**config.mk**
```make
export PLATFORM = sky130hd
export DESIGN_NAME = sd_read_sequencer_flat
export DESIGN_NICKNAME = d
export VERILOG_FILES = /design/src/rtl/sd_read_sequencer_if.sv /design/src/rtl/sd_read_sequencer.sv /design/src/flat_wrapper.sv
export SDC_FILE = /design/constraint.sdc
export NUM_CORES = 1
export LEC_CHECK = 0
export CELL_PAD_IN_SITES_DETAIL_PLACEMENT = 1
export CELL_PAD_IN_SITES_GLOBAL_PLACEMENT = 1
export CORE_AREA = 2 2 94 186
export DETAILED_ROUTE_END_ITERATION = 10
export DIE_AREA = 0 0 96 188
export PLACE_DENSITY_LB_ADDON = 0.1
export SLEW_MARGIN = 0
export SYNTH_ARGS = -nofsm -noshare
export SYNTH_HDL_FRONTEND = slang
export SYNTH_SLANG_ARGS = --single-unit
```
**constraint.sdc**
```tcl
create_clock -name CLK -period 1.9 [get_ports CLK]
set_input_delay 0.475 -clock CLK [delete_from_list [all_inputs] [get_ports CLK]]
set_output_delay 0.475 -clock CLK [all_outputs]
set_load 0.03 [all_outputs]
```
**src/rtl/sd_read_sequencer_if.sv**
```systemverilog
// sd_read_sequencer_if: SD-controller handshake bus plus the valid/ready byte sink.
// master is the sequencer side; slave is the SD controller and byte consumer.
interface sd_read_sequencer_if;
  logic        sd_rd;
  logic [31:0] sd_addr;
  logic [7:0]  sd_data;
  logic        sd_busy;
  logic        sd_hs_host;
  logic        sd_hs_ctrl;
  logic [7:0]  tx_data;
  logic        tx_valid;
  logic        tx_ready;
  modport master (
    output sd_rd, sd_addr, sd_hs_host, tx_data, tx_valid,
    input  sd_data, sd_busy, sd_hs_ctrl, tx_ready
  );
  modport slave (
    input  sd_rd, sd_addr, sd_hs_host, tx_data, tx_valid,
    output sd_data, sd_busy, sd_hs_ctrl, tx_ready
  );
endinterface

```
**src/rtl/sd_read_sequencer.sv**
```systemverilog
// sd_read_sequencer: reads num_blocks SD blocks byte-by-byte and streams them to a valid/ready sink.
// Define SDSEQ_TIMEOUT_EN to add per-wait timeouts that park the FSM in FAIL with a sticky err.
module sd_read_sequencer #(
  parameter int          BLOCK_BYTES = 512,
  parameter logic [23:0] TIMEOUT_CYC = 24'd10_000_000
) (
  input  logic                      CLK,
  input  logic                      RESET,
  input  logic                      start,
  input  logic [31:0]               start_addr,
  input  logic [15:0]               num_blocks,
  sd_read_sequencer_if.master       bus,
  output logic                      busy,
  output logic                      done,
  output logic                      err,
  output logic [15:0]               blk_cnt
);
  typedef enum logic [3:0] {
    IDLE, WAIT_RDY, ISSUE, WAIT_ACC, WAIT_BYTE, ACK, ACK_LOW, BLK_END, FINISH, FAIL
  } state_e;
  localparam logic [10:0] BB = 11'(BLOCK_BYTES);
  state_e      state_q, state_d, nxt;
  logic        sync_q;
  logic [31:0] addr_q, addr_d;
  logic [15:0] rem_q, rem_d, blk_q, blk_d;
  logic [9:0]  byte_q, byte_d;
  logic [10:0] byte_inc;
  logic [7:0]  data_q, data_d;
  logic        valid_q, valid_d, done_q, done_d;
  logic        full, capture;
  // The holding register counts as empty when its byte leaves on this same edge.
  always_comb begin
    nxt      = state_q;
    addr_d   = addr_q;
    rem_d    = rem_q;
    blk_d    = blk_q;
    byte_d   = byte_q;
    done_d   = 1'b0;
    byte_inc = {1'b0, byte_q} + 11'd1;
    full     = valid_q && !bus.tx_ready;
    capture  = state_q == WAIT_BYTE && bus.sd_hs_ctrl && !full;
    valid_d  = capture || full;
    data_d   = capture ? bus.sd_data : data_q;
    case (state_q)
      IDLE: if (start && sync_q) begin
        if (num_blocks == 16'd0) done_d = 1'b1;
        else begin
          addr_d = start_addr;
          rem_d  = num_blocks;
          blk_d  = 16'd0;
          nxt    = WAIT_RDY;
        end
      end
      WAIT_RDY:  nxt = bus.sd_busy ? WAIT_RDY : ISSUE;
      ISSUE:     nxt = bus.sd_busy ? WAIT_ACC : ISSUE;
      WAIT_ACC:  nxt = WAIT_BYTE;
      WAIT_BYTE: nxt = capture ? ACK : WAIT_BYTE;
      ACK:       nxt = bus.sd_hs_ctrl ? ACK : ACK_LOW;
      ACK_LOW: begin
        byte_d = byte_inc == BB ? 10'd0 : byte_inc[9:0];
        nxt    = byte_inc == BB ? BLK_END : WAIT_BYTE;
      end
      BLK_END: if (!bus.sd_busy) begin
        blk_d  = blk_q + 16'd1;
        addr_d = addr_q + 32'd1;
        rem_d  = rem_q - 16'd1;
        nxt    = rem_q == 16'd1 ? FINISH : WAIT_RDY;
      end
      FINISH: if (!valid_q) begin
        done_d = 1'b1;
        nxt    = IDLE;
      end
      FAIL:    nxt = FAIL;
      default: nxt = IDLE;
    endcase
  end
`ifdef SDSEQ_TIMEOUT_EN
  logic [23:0] tmo_q, tmo_d;
  logic        err_q, err_d, timed, hit;
  // A wait stalled only by the byte sink is not an SD fault, so it does not count.
  always_comb begin
    timed   = state_q inside {WAIT_RDY, ISSUE, WAIT_BYTE, ACK, BLK_END} && nxt == state_q
              && !(state_q == WAIT_BYTE && full);
    hit     = timed && tmo_q + 24'd1 >= TIMEOUT_CYC;
    tmo_d   = nxt != state_q ? 24'd0 : tmo_q + {23'd0, timed};
    err_d   = err_q || hit;
    state_d = hit ? FAIL : nxt;
  end
  always_ff @(posedge CLK or negedge RESET)
    if (!RESET) begin
      tmo_q <= 24'd0;
      err_q <= 1'b0;
    end else begin
      tmo_q <= tmo_d;
      err_q <= err_d;
    end
  assign err = err_q;
`else
  logic unused_tmo;
  assign unused_tmo = ^TIMEOUT_CYC;
  assign state_d    = nxt;
  assign err        = 1'b0;
`endif
  always_ff @(posedge CLK or negedge RESET)
    if (!RESET) begin
      state_q <= IDLE;
      sync_q  <= 1'b0;
      addr_q  <= 32'd0;
      rem_q   <= 16'd0;
      blk_q   <= 16'd0;
      byte_q  <= 10'd0;
      data_q  <= 8'd0;
      valid_q <= 1'b0;
      done_q  <= 1'b0;
    end else begin
      state_q <= state_d;
      sync_q  <= 1'b1;
      addr_q  <= addr_d;
      rem_q   <= rem_d;
      blk_q   <= blk_d;
      byte_q  <= byte_d;
      data_q  <= data_d;
      valid_q <= valid_d;
      done_q  <= done_d;
    end
  assign bus.sd_rd      = state_q == ISSUE;
  assign bus.sd_hs_host = state_q == ACK;
  assign bus.sd_addr    = state_q == FAIL ? 32'd0 : addr_q;
  assign bus.tx_data    = data_q;
  assign bus.tx_valid   = valid_q;
  assign busy           = !(state_q inside {IDLE, FAIL});
  assign done           = done_q;
  assign blk_cnt        = blk_q;
endmodule
```
**src/flat_wrapper.sv**
```systemverilog
// flat-port wrapper written by rule: the top's interface ports become plain ports
module sd_read_sequencer_flat 
#(
  parameter int          BLOCK_BYTES = 512,
  parameter logic [23:0] TIMEOUT_CYC = 24'd10_000_000
)
  (CLK, RESET, start, start_addr, num_blocks, busy, done, err, blk_cnt, bus_sd_rd, bus_sd_addr, bus_sd_hs_host, bus_tx_data, bus_tx_valid, bus_sd_data, bus_sd_busy, bus_sd_hs_ctrl, bus_tx_ready);
  sd_read_sequencer_if bus_i ();
  input  logic CLK;
  input  logic RESET;
  input  logic start;
  input  logic [31:0] start_addr;
  input  logic [15:0] num_blocks;
  output logic busy;
  output logic done;
  output logic err;
  output logic [15:0] blk_cnt;
  output wire logic [$bits(bus_i.sd_rd)-1:0] bus_sd_rd;
  output wire logic [$bits(bus_i.sd_addr)-1:0] bus_sd_addr;
  output wire logic [$bits(bus_i.sd_hs_host)-1:0] bus_sd_hs_host;
  output wire logic [$bits(bus_i.tx_data)-1:0] bus_tx_data;
  output wire logic [$bits(bus_i.tx_valid)-1:0] bus_tx_valid;
  input wire logic [$bits(bus_i.sd_data)-1:0] bus_sd_data;
  input wire logic [$bits(bus_i.sd_busy)-1:0] bus_sd_busy;
  input wire logic [$bits(bus_i.sd_hs_ctrl)-1:0] bus_sd_hs_ctrl;
  input wire logic [$bits(bus_i.tx_ready)-1:0] bus_tx_ready;
  assign bus_sd_rd = bus_i.sd_rd;
  assign bus_sd_addr = bus_i.sd_addr;
  assign bus_sd_hs_host = bus_i.sd_hs_host;
  assign bus_tx_data = bus_i.tx_data;
  assign bus_tx_valid = bus_i.tx_valid;
  assign bus_i.sd_data = bus_sd_data;
  assign bus_i.sd_busy = bus_sd_busy;
  assign bus_i.sd_hs_ctrl = bus_sd_hs_ctrl;
  assign bus_i.tx_ready = bus_tx_ready;
  sd_read_sequencer #(.BLOCK_BYTES(BLOCK_BYTES), .TIMEOUT_CYC(TIMEOUT_CYC)) u_core (.CLK(CLK), .RESET(RESET), .start(start), .start_addr(start_addr), .num_blocks(num_blocks), .bus(bus_i), .busy(busy), .done(done), .err(err), .blk_cnt(blk_cnt));
endmodule
```
==> summary.txt, run 1 <==
Die
  • Die footprint: 18000 um2
  • Die Y: 188 um
  • Core Rows: 67
  • Die width: 96 um
  • Core region area: 16700 um2
  • Number of I/O pins: 124
  • Initial Utilization: 0.341

Routing
  • Total number of vias: 6172
  • DR pass1 iterations: 4
  • Final ANT Viol Nets: 0
  • Initial DRC Count: 227
  • Drt wl/cell: 21.5 um
  • Via/cell ratio: 5.66
  • # DRC: 0
  • Routed wire length: 23400 um

Setup path
  • Worst path required time: 1.42 ns
  • CP Launch Type: flop
  • RR Endpoint: u_core.addr_q[31]
  • Crit path DAT: 1.58 ns
  • Path depth of the worst reg2reg path: 9
  • CP max stage cell: dfrtp_2
  • Critical R2R Launch: u_core.state_q[2]
  • Worst setup path class: flop to primary output
  • CP Max Fanout: 16
  • CP Cell Sequence: and4bb_4 -> buf_12 -> nor2b_1 -> buf_4
  • Critical Path Sink Type: primary output
  • Worst Path Buf+Inv: 2
  • CP peak stage delay: 0.41 ns
  • R2R setup slack: -0.01 ns
  • Crit path max-delay family: simple AND/OR/NAND/NOR gates
  • Number of cells on the critical path: 4

Power and ir drop
  • NetSw: 5.06 mW
  • Sequential share of power: 0.285
  • Pwr dens: 1370 nW/um2
  • Final total power: 11.8 mW
  • P_leak: 3.82 nW
  • Worst VDD drop: 760 uV
  • Clock Power Share: 0.172
  • Combinational Power Share: 0.543
  • Switch share: 0.429
  • Internal cell power: 6.72 mW

Outcome
  • Status: finished with violations
  • Failing checks: negative setup slack

Clocking
  • Hold_buf cts: 0
  • Clock Pin Slew Worst Setup and Hold Paths: 0.06 ns
  • H-tree depth: 3
  • Cts bufs inserted: 9
  • CTS root buf: clkbuf_16
  • Clock Latency Late Sink: 0.35 ns
  • TritonCTS clock tree: done
  • Clock sinks: 89
  • CTS Buffer Depth: 2

Placement
  • DP Area: 7750 um2
  • IO Port Bufs: 122
  • Placed insts: 1041
  • Post-DP HPWL: 17100 um
  • Final GP Congestion: 0.924

Worst hold path
  • Worst min-delay path class: input pin to asynchronous set/reset pin

Timing
  • TNS Setup: -4.89 ns
  • Final min period: 2.06 ns
  • Period utilization: 1.08
  • Number of hold violations in the final report: 0
  • Final setup viols: 36
  • Slack of the critical path: -0.159 ns
  • Max Fclk: 486 MHz
  • Clk_skew: 0.00850 ns
  • Max-slew violations: 0
  • RSZ-0062 raised after global routing: true

Global route
  • Aggregate global routing overflow: 0
  • First-pass GRT wire length: 35600 um
  • Overall routing resource usage: 0.260
  • Largest net degree at the start of global routing: 62
  • Initial antenna violation count: 0
  • Vias in the first global route: 6748

Synthesis
  • Mapped Nets: 712
  • Main synth FF type: dfrtp_1
  • #FFs+latches synth: 89
  • Asr flop ratio synth: 1.00
  • Ys Warns: 0
  • Count of cell types in the netlist: 74
  • Mapped Avg Cell Area: 8.81 um2
  • Mapped Area: 5680 um2
  • EDFF count, synth: 0
  • Post-synthesis sequential area ratio: 0.392
  • Synthesized instance count: 645

Layout
  • Register area: 2230 um2
  • Antenna diodes: 0
  • Layout cell share with drive strength beyond 1: 0.318
  • Syn-to-layout area delta: 51.5%
  • Final Cell Area: 8610 um2
  • Final nets: 946
  • Non-Filler Instances: 1090
  • Area occupied by multi-input gates: 3390 um2
  • Fillers: 1928

Flow run
  • Max Cap Violations: 0
## how the worst max path moves through the flow
stage | from | slack, ns | end
2_1_floorplan | u_core.state_q[3] | -0.12 | bus_sd_addr[10]
3_3_place_gp | num_blocks[1] | -0.79 | u_core.addr_q[16]
3_5_place_dp | num_blocks[10] | -0.83 | u_core.addr_q[30]
4_1_cts | u_core.state_q[1] | -0.17 | bus_sd_addr[10]
5_1_grt | u_core.state_q[1] | -0.20 | bus_sd_addr[1]
6_report | u_core.state_q[1] | -0.16 | bus_sd_addr[10]
## placed cells by master (no fill, tap or decap), types with 6 or more instances in the layout
cell               n
buf_4            162
dfrtp_1           83
nand2_1           59
nor2_1            51
clkdlybuf4s50_1   51
a21oi_1           44
nand3_1           34
nor2b_1           33
o21ai_0           25
dlygate4sd2_1     17
nor3_1            16
mux2i_1           16
nand4_1           15
o21ai_1           14
a31oi_1           13
buf_6             13
mux2_2            10
inv_1              9
nor4_1             9
and3_1             9
clkbuf_16          9
o22ai_1            8
and4_1             7
a2bb2oi_1          7
xor2_1             7
clkbuf_2           7
buf_12             7
o22a_1             6
dfrtp_2            6
## power by group through the flow
stage	clock network, mW	registers, mW	logic, mW
after floorplan	0	3.44	3.10
after global placement	0	3.34	5.63
after detailed placement	0	3.39	5.78
after CTS	2.07	3.31	6.11
after global routing	2.14	3.44	6.83
final	2.03	3.36	6.40
## per-stage QoR
step / utilization / hold WS [ns] / worst slack (ns)
finish: 0.516 / 0.116 / -0.159
global route: 0.516 / 0.154 / -0.197
CTS: 0.503 / 0.138 / -0.170
detailed placement: 0.465 / 0.497 / -0.826
global placement: 0.465 / 0.486 / -0.794
floorplan: - / 0.179 / -0.119
## kinds of logic (layout without fill, tap and decap cells)
logic type,after synthesis,in the layout,synth area share
muxes,26,26,0.0480
DFF,89,89,0.392
xor gates and xnor gates,12,12,0.0185
and+or+nand+nor,279,280,0.275
AOI/OAI and AO/OA,174,174,0.203
other,2,2,0.00132
adders and majority gates,5,5,0.0110
buffers and inverters,58,295,0.0511
## Yosys cell counts, drive strengths merged, types with 6 or more instances
cell type  count  area [um2]
o22a           6        52.6
nand4         17         128
nand2         63         251
and4          10        90.1
nor3          18        95.1
and3          10        62.6
a2bb2oi        7        61.3
nand3         36         185
o22ai          8        50.1
a31oi         13        81.3
a221oi         6        58.8
a21oi         47         239
mux2i         16         160
nor2b         34         213
nor4          16         144
buf           26         170
xor2           7        61.3
mux2          10         113
clkbuf        22        82.6
inv           10        37.5
o21ai         41         209
nor2          53         199
dfrtp         89        2230
## layout make-up
cell class                      instances  share of cell area
Tap cell                              207              0.0301
Clock buffer                           13              0.0314
Timing Repair Buffer                  270               0.274
Inverter                               10             0.00436
Sequential cell                        89               0.260
Clock inverter                          2             0.00698
Multi-Input combinational cell        499               0.394
## worst reg2reg max path, cell delays in order, from the launching register on
cell,delay [ns]
dfrtp_2,0.41
buf_6,0.14
nor4_2,0.21
buf_4,0.17
buf_4,0.12
a21oi_4,0.07
buf_6,0.13
buf_4,0.12
o41ai_2,0.32
a22oi_1,0.10
## state kept, by name, indices dropped and copies added, names as in the netlist
signal / flops
u_core.rem_q: 16
u_core.done: 1
u_core.bus.tx_valid: 1
u_core.sync_q: 1
u_core.bus.tx_data: 8
u_core.addr_q: 32
u_core.byte_q: 10
u_core.blk_cnt: 16
u_core.state_q: 4
## per-layer routing
| metal | up-vias | GRT usage | part of all wire |
|---|---|---|---|
| li1 | 2855 | - | - |
| met1 | 3074 | 0.262 | 0.35 |
| met2 | 170 | 0.476 | 0.55 |
| met3 | 73 | 0.0329 | 0.033 |
| met4 | 0 | 0.168 | 0.063 |
| met5 | - | 0 | 0 |
## repair_timing
action,CTS,global route
buffers inserted,20,13
gates resized for setup,88,56
pin swaps,15,13
gates cloned,2,1
endpoints found under the setup margin,118,81
endpoints found under the hold margin,0,0
Power figures use the tool's default switching activity.
==> run 2: changes to the inputs <==
--- a/config.mk
+++ b/config.mk
@@ -8,7 +8,7 @@
 export CELL_PAD_IN_SITES_DETAIL_PLACEMENT = 1
 export CELL_PAD_IN_SITES_GLOBAL_PLACEMENT = 1
-export CORE_AREA = 2 2 94 186
+export CORE_AREA = 2 2 87 172
 export DETAILED_ROUTE_END_ITERATION = 10
-export DIE_AREA = 0 0 96 188
+export DIE_AREA = 0 0 89 174
 export PLACE_DENSITY_LB_ADDON = 0.1
 export SLEW_MARGIN = 0
==> constraint.sdc (replaced) <==
create_clock -name CLK -period 2.6 [get_ports CLK]
set_input_delay 0.65 -clock CLK [delete_from_list [all_inputs] [get_ports CLK]]
set_output_delay 0.65 -clock CLK [all_outputs]
set_load 0.01 [all_outputs]
==> run 2 against run 1 <==
  * The flow now finishes without violations
  * Global-route usage increased by 2.1 points
  * Critical path depth unchanged
  * Worst hold slack improved by 0.23 ns
  * Combinational power decreased by 48%
  * Register-to-register slack improved by 0.37 ns
  * Sequential power decreased by 24%
==> summary.txt, run 2 (synthesis results as in run 1) <==
Layout
  • Reg with most FFs: u_core.addr_q
  • Layout cell share with drive strength beyond 1: 0.147 (-0.171)
  • Final nets: 859 (-9.2%)
  • Commonest non-fill, non-tap cell in the layout: clkdlybuf4s50_1
  • Max reg flops: 32 (unchanged)
  • Antenna diodes: 0 (unchanged)
  • Syn-to-layout area delta: 36.1%
  • Final core occ: 0.541 (+0.0255)
  • Most frequent cells in the layout: clkdlybuf4s50_1 (120), dfrtp_1 (89), nand2_1 (61), buf_4 (58), nor2_1 (52)

Clocking
  • CTS Buffer Depth: 2 (unchanged)
  • Clock Pin Slew Worst Setup and Hold Paths: 0.07 ns (about the same)
  • H-tree depth: 3 (unchanged)
  • CTS root buf: clkbuf_16
  • Clock Latency Late Sink: 0.35 ns (about the same)
  • Cts bufs inserted: 9 (unchanged)
  • Clock sinks: 89 (unchanged)
  • TritonCTS clock tree: done

Timing
  • Max-slew violations: 0 (unchanged)
  • Number of hold violations in the final report: 0 (unchanged)
  • Final min period: 2.55 ns
  • Period utilization: 0.981
  • Final setup viols: 0 (-100%)
  • RSZ-0062 raised after global routing: false
  • Slack of the critical path: 0.0505 ns (+0.210 ns)
  • Max Fclk: 392 MHz
  • Slew @ Worst Pin: 0.669 ns
  • Clk_skew: 0.00989 ns (+0.00139 ns)
  • Hold_ws: 0.348 ns (+0.232 ns)
  • Slew headroom: 0.553

Global route
  • Overall routing resource usage: 0.280 (+0.0206)
  • Aggregate global routing overflow: 0 (unchanged)
  • Initial antenna violation count: 0 (unchanged)
  • First-pass GRT wire length: 33700 um (-5.3%)
  • Vias in the first global route: 6495 (-3.7%)
  • Largest net degree at the start of global routing: 90 (+45%)

Setup path
  • CP max stage cell: clkdlybuf4s50_1
  • R2R setup slack: 0.36 ns (+0.37 ns)
  • Crit path DAT: 1.90 ns (+0.32 ns)
  • Crit path max-delay family: buffers and inverters
  • CP Cell Sequence: and4bb_4 -> buf_12 -> nor2b_1 -> clkdlybuf4s50_1
  • CP Launch Type: flop
  • Worst setup path class: flop to primary output
  • CP peak stage delay: 0.58 ns (+0.17 ns)
  • CP Max Fanout: 21 (+5)
  • Worst path required time: 1.95 ns (+0.53 ns)
  • Worst Path Buf+Inv: 2 (unchanged)
  • Critical Path Sink Type: primary output

Die
  • Core region area: 14300 um2 (-14%)
  • Initial Utilization: 0.398 (+0.0575)
  • Die width: 89 um (-7.3%)
  • Die footprint: 15500 um2 (-14%)
  • Core Rows: 62 (-7.5%)
  • Number of I/O pins: 124 (unchanged)
  • Die Y: 174 um (-7.4%)

Placement
  • IO Port Bufs: 122 (unchanged)
  • Post-DP HPWL: 15900 um (-6.8%)
  • Final GP Congestion: 0.974 (+5.3%)
  • Pre-CTS setup slack: -0.258 ns (+0.568 ns)

Routing
  • Drt wl/cell: 21.2 um (-1.4%)
  • Via/cell ratio: 6.01 (+6.1%)
  • Routed wire length: 21000 um (-11%)
  • Initial DRC Count: 322 (+42%)
  • DR pass1 iterations: 4 (unchanged)
  • # DRC: 0 (unchanged)
  • Final ANT Viol Nets: 0 (unchanged)
  • Total number of vias: 5944 (-3.7%)

Worst hold path
  • Worst min-delay path class: input pin to asynchronous set/reset pin

Outcome
  • Status: complete, no violations

Power and ir drop
  • Final total power: 7.22 mW (-39%)
  • P_leak: 3.15 nW (-18%)
  • Pwr dens: 934 nW/um2 (-32%)
  • Worst VDD drop: 456 uV (-40%)

Flow run
  • Max Cap Violations: 0 (unchanged)
## run 2: changes by cell type in the layout (fill, tap and decap cells not counted), sizes merged, moves of 2 or more
cell,change
clkdlybuf4s15,-4
clkinv,+2
dlygate4sd2,-17
clkdlybuf4s50,+69
clkinvlp,+2
buf,-126
clkbuf,-10
## run 2: final cells by class
type | instances | area, um2
fill | 1706 | 6550
multi-input combinational | 498 | 3180
sequential | 89 | 2230
timing repair buffer | 184 | 1750
tap | 192 | 240
clock buffer | 10 | 229
clock inverter | 6 | 67.6
inverter | 10 | 37.5
## run 2: what timing repair did
item / in CTS / in global routing
setup buffers: 1 / 0
setup endpoints to repair: 23 / 3
hold buffers: 0 / 0
pin swaps: 1 / 0
gates resized for setup: 1 / 3
## run 2: path summary, 6_finish.rpt
| check | from | to | cells after the start |
|---|---|---|---|
| min reg2reg | u_core.bus.tx_data[1] | u_core.bus.tx_data[1] | 1 |
| max | u_core.state_q[0] | bus_sd_addr[1] | 4 |
| min | RESET | u_core.bus.tx_data[0] | 2 |
| max reg2reg | u_core.state_q[0] | u_core.addr_q[30] | 7 |
| min in group CLK | u_core.bus.tx_data[1] | u_core.bus.tx_data[1] | 1 |
| max in group asynchronous | RESET | u_core.addr_q[2] | 2 |
## run 2: stage by stage
stage	instance area, um2	setup TNS, ns	cells
floorplan	5680	0	645
global placement	7400	-4.55	972
detailed placement	7400	-5.96	972
CTS	7720	0	989
global route	7730	0	989
finish	7730	0	989
## run 2: where the power goes
group,internal (mW),switching (mW),total [mW]
combinational,1.69,1.61,3.31
sequential,1.89,0.680,2.57
clock,0.750,0.597,1.35
total,4.33,2.89,7.22
## run 2: metal layers
metal	track usage	vias up	wire length (um)
li1	-	2686	-
met1	0.292	3023	7390
met2	0.521	167	11800
met3	0.0328	68	588
met4	0.149	0	1140
met5	0	-	0
